<file path="src/rtl/mem_arbiter_if.sv">
// mem_arbiter_if: bundles the two requester ports and the memory port of the arbiter.
//   Fetch port : if_req, if_addr -> if_rdata, if_ready
//   Data port  : d_req, d_we, d_wstrb, d_addr, d_wdata -> d_rdata, d_ready
//   Memory port: mem_en, mem_we, mem_addr, mem_wdata -> mem_rdata (read data one cycle after mem_en)
// The slave modport is the arbiter's view.
// The master modport is the environment's view: both requesters and the memory.
interface mem_arbiter_if #(
   parameter int ADDR_W = 32
);
   logic              if_req;
   logic [ADDR_W-1:0] if_addr;
   logic [31:0]       if_rdata;
   logic              if_ready;

   logic              d_req;
   logic              d_we;
   logic [3:0]        d_wstrb;
   logic [ADDR_W-1:0] d_addr;
   logic [31:0]       d_wdata;
   logic [31:0]       d_rdata;
   logic              d_ready;

   logic              mem_en;
   logic [3:0]        mem_we;
   logic [ADDR_W-3:0] mem_addr;
   logic [31:0]       mem_wdata;
   logic [31:0]       mem_rdata;

   modport slave (
      input  if_req, if_addr, d_req, d_we, d_wstrb, d_addr, d_wdata, mem_rdata,
      output if_rdata, if_ready, d_rdata, d_ready, mem_en, mem_we, mem_addr, mem_wdata
   );

   modport master (
      output if_req, if_addr, d_req, d_we, d_wstrb, d_addr, d_wdata, mem_rdata,
      input  if_rdata, if_ready, d_rdata, d_ready, mem_en, mem_we, mem_addr, mem_wdata
   );
endinterface

</file>
<file path="src/rtl/mem_arbiter.sv">
// mem_arbiter: shares one synchronous-read memory port between an instruction
// fetch requester and a load/store requester.
//
// Each access is issued combinationally in an IDLE cycle.
// It completes with a one-cycle ready pulse in the following WAIT cycle.
// Throughput is therefore one access every two cycles.
//
// Data accesses normally win arbitration.
// The streak counter counts data grants taken while a fetch was also waiting.
// Once the counter reaches MAX_DATA_STREAK, a waiting fetch is granted next.
//
// Ports:
//   clk   - rising-edge clock
//   reset - synchronous active-high reset; all outputs are forced to 0 while it is high
//   bus   - mem_arbiter_if.slave (fetch port, data port, memory port)
module mem_arbiter #(
   parameter int ADDR_W          = 32,
   parameter int MAX_DATA_STREAK = 4
) (
   input logic         clk,
   input logic         reset,
   mem_arbiter_if.slave bus
);
   localparam int SW = $clog2(MAX_DATA_STREAK + 1);
   localparam logic [SW-1:0] STREAK_MAX = SW'(MAX_DATA_STREAK);

   typedef enum logic [1:0] {
      IDLE    = 2'd0,
      IF_WAIT = 2'd1,
      D_WAIT  = 2'd2
   } state_t;

   state_t        state_reg, state_next;
   logic [SW-1:0] streak_reg, streak_next;
   // Remembers whether the access in flight on the data port is a store.
   // A store completes with d_rdata = 0.
   logic          store_reg, store_next;

   logic grant_d;
   logic grant_i;

   // The low address bits select a byte inside the word and are not used by the word-addressed memory.
   logic unused_addr_bits;
   assign unused_addr_bits = ^{bus.if_addr[1:0], bus.d_addr[1:0]};

   // Grant decisions only take effect in IDLE; they are qualified by state below.
   assign grant_d = bus.d_req && (!bus.if_req || (streak_reg < STREAK_MAX));
   assign grant_i = !grant_d && bus.if_req;

   // State register
   always_ff @(posedge clk) begin
      if (reset) begin
         state_reg  <= IDLE;
         streak_reg <= '0;
         store_reg  <= 1'b0;
      end else begin
         state_reg  <= state_next;
         streak_reg <= streak_next;
         store_reg  <= store_next;
      end
   end

   // Next-state logic
   always_comb begin
      state_next  = state_reg;
      streak_next = streak_reg;
      store_next  = store_reg;
      case (state_reg)
         IDLE: begin
            if (grant_d) begin
               state_next = D_WAIT;
               store_next = bus.d_we;
               if (!bus.if_req) begin
                  streak_next = '0;
               end else if (streak_reg != STREAK_MAX) begin
                  streak_next = streak_reg + 1'b1;
               end
            end else if (grant_i) begin
               state_next  = IF_WAIT;
               streak_next = '0;
            end
         end
         IF_WAIT: state_next = IDLE;
         D_WAIT:  state_next = IDLE;
         default: state_next = IDLE;
      endcase
   end

   // Output logic
   always_comb begin
      bus.mem_en    = 1'b0;
      bus.mem_we    = 4'b0000;
      bus.mem_addr  = '0;
      bus.mem_wdata = '0;
      bus.if_ready  = 1'b0;
      bus.if_rdata  = '0;
      bus.d_ready   = 1'b0;
      bus.d_rdata   = '0;
      // Reset silences every output, including a completion that would otherwise pulse in a WAIT cycle.
      if (!reset) begin
         case (state_reg)
            IDLE: begin
               if (grant_d) begin
                  bus.mem_en    = 1'b1;
                  bus.mem_addr  = bus.d_addr[ADDR_W-1:2];
                  bus.mem_wdata = bus.d_wdata;
                  bus.mem_we    = bus.d_we ? bus.d_wstrb : 4'b0000;
               end else if (grant_i) begin
                  bus.mem_en   = 1'b1;
                  bus.mem_addr = bus.if_addr[ADDR_W-1:2];
               end
            end
            IF_WAIT: begin
               bus.if_ready = 1'b1;
               bus.if_rdata = bus.mem_rdata;
            end
            D_WAIT: begin
               bus.d_ready = 1'b1;
               bus.d_rdata = store_reg ? 32'h0 : bus.mem_rdata;
            end
            default: ;
         endcase
      end
   end
endmodule

</file>
<file path="src/flat_wrapper.sv">
// flat-port wrapper written by rule: the top's interface ports become plain ports
module mem_arbiter_flat 
#(
   parameter int ADDR_W          = 32,
   parameter int MAX_DATA_STREAK = 4
)
  (clk, reset, bus_if_req, bus_if_addr, bus_d_req, bus_d_we, bus_d_wstrb, bus_d_addr, bus_d_wdata, bus_mem_rdata, bus_if_rdata, bus_if_ready, bus_d_rdata, bus_d_ready, bus_mem_en, bus_mem_we, bus_mem_addr, bus_mem_wdata);
  mem_arbiter_if #(.ADDR_W(ADDR_W)) bus_i ();
  input logic clk;
  input logic reset;
  input wire logic [$bits(bus_i.if_req)-1:0] bus_if_req;
  input wire logic [$bits(bus_i.if_addr)-1:0] bus_if_addr;
  input wire logic [$bits(bus_i.d_req)-1:0] bus_d_req;
  input wire logic [$bits(bus_i.d_we)-1:0] bus_d_we;
  input wire logic [$bits(bus_i.d_wstrb)-1:0] bus_d_wstrb;
  input wire logic [$bits(bus_i.d_addr)-1:0] bus_d_addr;
  input wire logic [$bits(bus_i.d_wdata)-1:0] bus_d_wdata;
  input wire logic [$bits(bus_i.mem_rdata)-1:0] bus_mem_rdata;
  output wire logic [$bits(bus_i.if_rdata)-1:0] bus_if_rdata;
  output wire logic [$bits(bus_i.if_ready)-1:0] bus_if_ready;
  output wire logic [$bits(bus_i.d_rdata)-1:0] bus_d_rdata;
  output wire logic [$bits(bus_i.d_ready)-1:0] bus_d_ready;
  output wire logic [$bits(bus_i.mem_en)-1:0] bus_mem_en;
  output wire logic [$bits(bus_i.mem_we)-1:0] bus_mem_we;
  output wire logic [$bits(bus_i.mem_addr)-1:0] bus_mem_addr;
  output wire logic [$bits(bus_i.mem_wdata)-1:0] bus_mem_wdata;
  assign bus_i.if_req = bus_if_req;
  assign bus_i.if_addr = bus_if_addr;
  assign bus_i.d_req = bus_d_req;
  assign bus_i.d_we = bus_d_we;
  assign bus_i.d_wstrb = bus_d_wstrb;
  assign bus_i.d_addr = bus_d_addr;
  assign bus_i.d_wdata = bus_d_wdata;
  assign bus_i.mem_rdata = bus_mem_rdata;
  assign bus_if_rdata = bus_i.if_rdata;
  assign bus_if_ready = bus_i.if_ready;
  assign bus_d_rdata = bus_i.d_rdata;
  assign bus_d_ready = bus_i.d_ready;
  assign bus_mem_en = bus_i.mem_en;
  assign bus_mem_we = bus_i.mem_we;
  assign bus_mem_addr = bus_i.mem_addr;
  assign bus_mem_wdata = bus_i.mem_wdata;
  mem_arbiter #(.ADDR_W(ADDR_W), .MAX_DATA_STREAK(MAX_DATA_STREAK)) u_core (.clk(clk), .reset(reset), .bus(bus_i));
endmodule
</file>
<file path="config.mk">
export PLATFORM = sky130hd
export DESIGN_NAME = mem_arbiter_flat
export DESIGN_NICKNAME = d
export VERILOG_FILES = /design/src/rtl/mem_arbiter_if.sv /design/src/rtl/mem_arbiter.sv /design/src/flat_wrapper.sv
export SDC_FILE = /design/constraint.sdc
export NUM_CORES = 1
export LEC_CHECK = 0
export ABC_AREA = 0
export CAP_MARGIN = 20
export CORE_AREA = 5 5 100 102
export CTS_BUF_LIST = sky130_fd_sc_hd__clkbuf_4 sky130_fd_sc_hd__clkbuf_8 sky130_fd_sc_hd__clkbuf_16
export DETAILED_ROUTE_END_ITERATION = 8
export DIE_AREA = 0 0 105 107
export PLACE_DENSITY = 0.74
export SYNTH_ARGS = -nofsm -noshare
export SYNTH_HDL_FRONTEND = slang
export SYNTH_SLANG_ARGS = --single-unit
</file>
<file path="constraint.sdc">
create_clock -name clk -period 2.76 [get_ports clk]
set_input_delay 0.414 -clock clk [delete_from_list [all_inputs] [get_ports clk]]
set_output_delay 0.414 -clock clk [all_outputs]
set_load 0.02 [all_outputs]
</file>
==> results.md, run 1 <==
* R2r setup slk at 1.40 ns
* Mean post-synth cell area at 6.04 µm²
* Top post-synthesis cells by count: 100 x and2_1, 34 x a21oi_1, 31 x nand3_1
* Worst Hold Class: flip-flop to flip-flop
* Fillers at 857
* Post-Synthesis Cells at 250
* Vias per std cell at 4.30
* Setup Skew at 0.00516 ns
* Worst-Margin Slew at 0.347 ns
* Vert. Die Dim at 107 µm
* Synth Warn # at 0
* Peak Freq at 372 MHz
* Layout cell share with drive strength beyond 1 at 6.03%
* Gr usage total at 15.5%
* Sink Count at 6
* Post-synth EDFFs at 0
* Detail Route Antenna Nets at 0
* Worst-path clk slew at 0.04 ns
* GRT overflow at 0
* Critical Path Start Type: input port
* Area of the core at 9020 µm²
* PnR worst setup slack at 0.0697 ns
* ANT cells at 0
* Count leader, synth: and2_1
* Crit end category: output pin
* First-pass GRT wire length at 14300 µm
* Largest cells by area after synthesis: and2_1 41%, a21oi_1 11%, nand3_1 10%
* Final HPWL DP at 8050 µm
* Sequential fraction of the synthesis area at 7.95%
* Sw power at 0.000271 W
* Initial antenna violation count at 0
* GR Layer Usage met2 at 31.2%
* DRC viols at 0
* Row Count at 35
* I/O pin cnt at 270
* Synthesized flop and latch total at 6
* Starting density of the core at 16.7%
* Internal power at 0.000507 W
* RSZ-0062 raised after global routing: no
* Wire per inst at 15.8 µm
* Most Crowded Layer GR: met2
* Post-Syn Nets at 389
* H-tree Lvls at 1
* Hold_buf cts at 0
* Share of the synthesized area in the top cell type at 41.4%
* CTS tree: built
* CTS root buf: clkbuf_8
* Nets@finish at 655
* CTS Buf Count at 3
* Largest net degree at the start of global routing at 34
* Worst-skew pair later-pin latency at 0.22 ns
* Crit path from: bus_d_req
* Grt met1 use at 16.0%
* Worst-path fanout max at 17
* Register area at 120 µm²
* PD cells at 168 nW/µm²
* Multi-input logic area at 1280 µm²
* Grt met3 use at 4.82%
* Max-slew violation count at 0
* Max-cap violations at 0
* Switching share of power at 34.8%
* Clock buffer depth at 2
* Fin Hold WS at 0.482 ns
* Post-synth top area cell: and2_1
* Combinational share of power at 71.2%
* Final Cycle Share at 97.5%
* Area delta synth->final at 207%
* Placer Congestion at 0.751
* Sequential power share at 12.1%
* Final-report hold violation count at 0
* R2r startpoint: u_core.state_reg[1]
* PortBufs at 265
* Total number of vias at 2690
* Status: complete, no violations
* Clock power frac at 16.8%
* CP arrival at 2.28 ns
* Layout Utilization at 51.3%
* Async SR Flop Fraction at 0%
* Initial DRC Count at 76
* Full die area at 11200 µm²
* Min-delay src: u_core.store_reg
* Setup WS pre-CTS at -0.114 ns
* Setup CP Type: input port to output pin
* Ys flop type: dfxtp_1
* Die width at 105 µm
* WL final at 9850 µm
* Unique masters post-synth at 25
* Fin crit period at 2.69 ns
* Critical path endpoint: bus_mem_wdata[27]
* Req. time, crit path at 2.35 ns
* Final setup viols at 0
* Largest register FFs at 3
* Pre-Repair DR Iteration Count at 4
* Slew HR at 76.9%
* Maximum vdd drop at 124 µV
* Critical R2R Capture: u_core.state_reg[0]
* Synth Cell Area at 1510 µm²
* Reg2reg path depth at 3
* Leak pwr at 3.18 nW
* Vias in the first global route at 2789
-- what timing repair did --
action                                  in CTS  in global routing
buffers inserted                             6                  0
gates resized for setup                     11                 85
endpoints found under the setup margin      65                 85
pin swaps                                    3                  0
cloned                                       1                  0
hold endpoints to repair                     0                  0
-- how the worst min path moves through the flow --
stage	cells past startpoint	endpoint	slack, ns
after floorplan	2	u_core.store_reg	0.45
after global routing	2	u_core.store_reg	0.51
final	2	u_core.store_reg	0.48
after detailed placement	2	u_core.store_reg	0.47
after global placement	2	u_core.store_reg	0.46
after CTS	2	u_core.store_reg	0.48
-- final cells by class --
| type | instances | share of cell area, % |
|---|---|---|
| Sequential cell | 6 | 2.59 |
| Tap cell | 111 | 3.00 |
| Inverter | 2 | 0.162 |
| Multi-Input combinational cell | 219 | 27.6 |
| Timing Repair Buffer | 284 | 65.8 |
| Clock buffer | 3 | 0.891 |
-- cell usage in the layout (no fill, tap or decap), types with 2 or more instances in the layout --
| cell | instances |
|---|---|
| dfxtp_1 | 6 |
| dlygate4sd2_1 | 9 |
| buf_12 | 4 |
| dlymetal6s2s_1 | 85 |
| o21ai_0 | 4 |
| nor3b_2 | 2 |
| nand4_1 | 3 |
| nand2_1 | 30 |
| a21oi_1 | 34 |
| clkbuf_8 | 3 |
| inv_1 | 2 |
| buf_4 | 15 |
| clkdlybuf4s50_1 | 171 |
| nor2_1 | 2 |
| ha_1 | 2 |
| and2_1 | 100 |
| nand3_1 | 31 |
-- power groups by stage --
stage                     logic, W  registers, W  clock network, W
after detailed placement  0.000555     0.0000950                 0
final                     0.000553     0.0000938          0.000130
after global routing      0.000592     0.0000944          0.000142
after global placement    0.000549     0.0000946                 0
after floorplan           0.000206     0.0000941                 0
after CTS                 0.000569     0.0000938          0.000133
-- routing by layer --
metal  share of wire, %  vias to the layer above
met5                  0                        -
met3                8.1                        8
met2                 55                      154
li1                   -                     1345
met1                 36                     1183
met4               0.67                        0
-- kinds of logic (layout without fill, tap and decap cells) --
logic type | Yosys count | in the layout | share of synthesized area [%]
AOI/OAI and AO/OA | 40 | 40 | 14.0
adders and majority gates | 2 | 2 | 1.66
buffers and inverters | 26 | 289 | 8.95
DFF | 6 | 6 | 7.95
and+or+nand+nor | 176 | 177 | 67.4
-- metrics by stage --
step	instance area (µm²)	TNS (ns)	total power, W	instances
floorplan	1510	0	0.000300	250
global placement	4310	-1.55	0.000644	615
detailed placement	4310	-3.24	0.000650	615
CTS	4420	0	0.000797	625
global route	4630	0	0.000828	625
finish	4630	0	0.000778	625
-- worst max-delay path, cell delays in order --
cell             delay (ns)
clkdlybuf4s50_1        0.49
a21bo_4                0.27
buf_12                 0.14
nor2_8                 0.18
and2_1                 0.15
clkdlybuf4s50_1        0.63
Power figures use the tool's default switching activity.
==> run 2: changes to the inputs <==
--- a/config.mk
+++ b/config.mk
@@ -9,9 +9,11 @@
 export CAP_MARGIN = 20
 export CORE_AREA = 5 5 100 102
 export CTS_BUF_LIST = sky130_fd_sc_hd__clkbuf_4 sky130_fd_sc_hd__clkbuf_8 sky130_fd_sc_hd__clkbuf_16
+export CTS_CLUSTER_DIAMETER = 200
 export DETAILED_ROUTE_END_ITERATION = 8
 export DIE_AREA = 0 0 105 107
 export PLACE_DENSITY = 0.74
+export SLEW_MARGIN = 30
 export SYNTH_ARGS = -nofsm -noshare
 export SYNTH_HDL_FRONTEND = slang
 export SYNTH_SLANG_ARGS = --single-unit
==> results of run 2 <==
The final DEF is identical to that of run 1; final timing and power are the same.
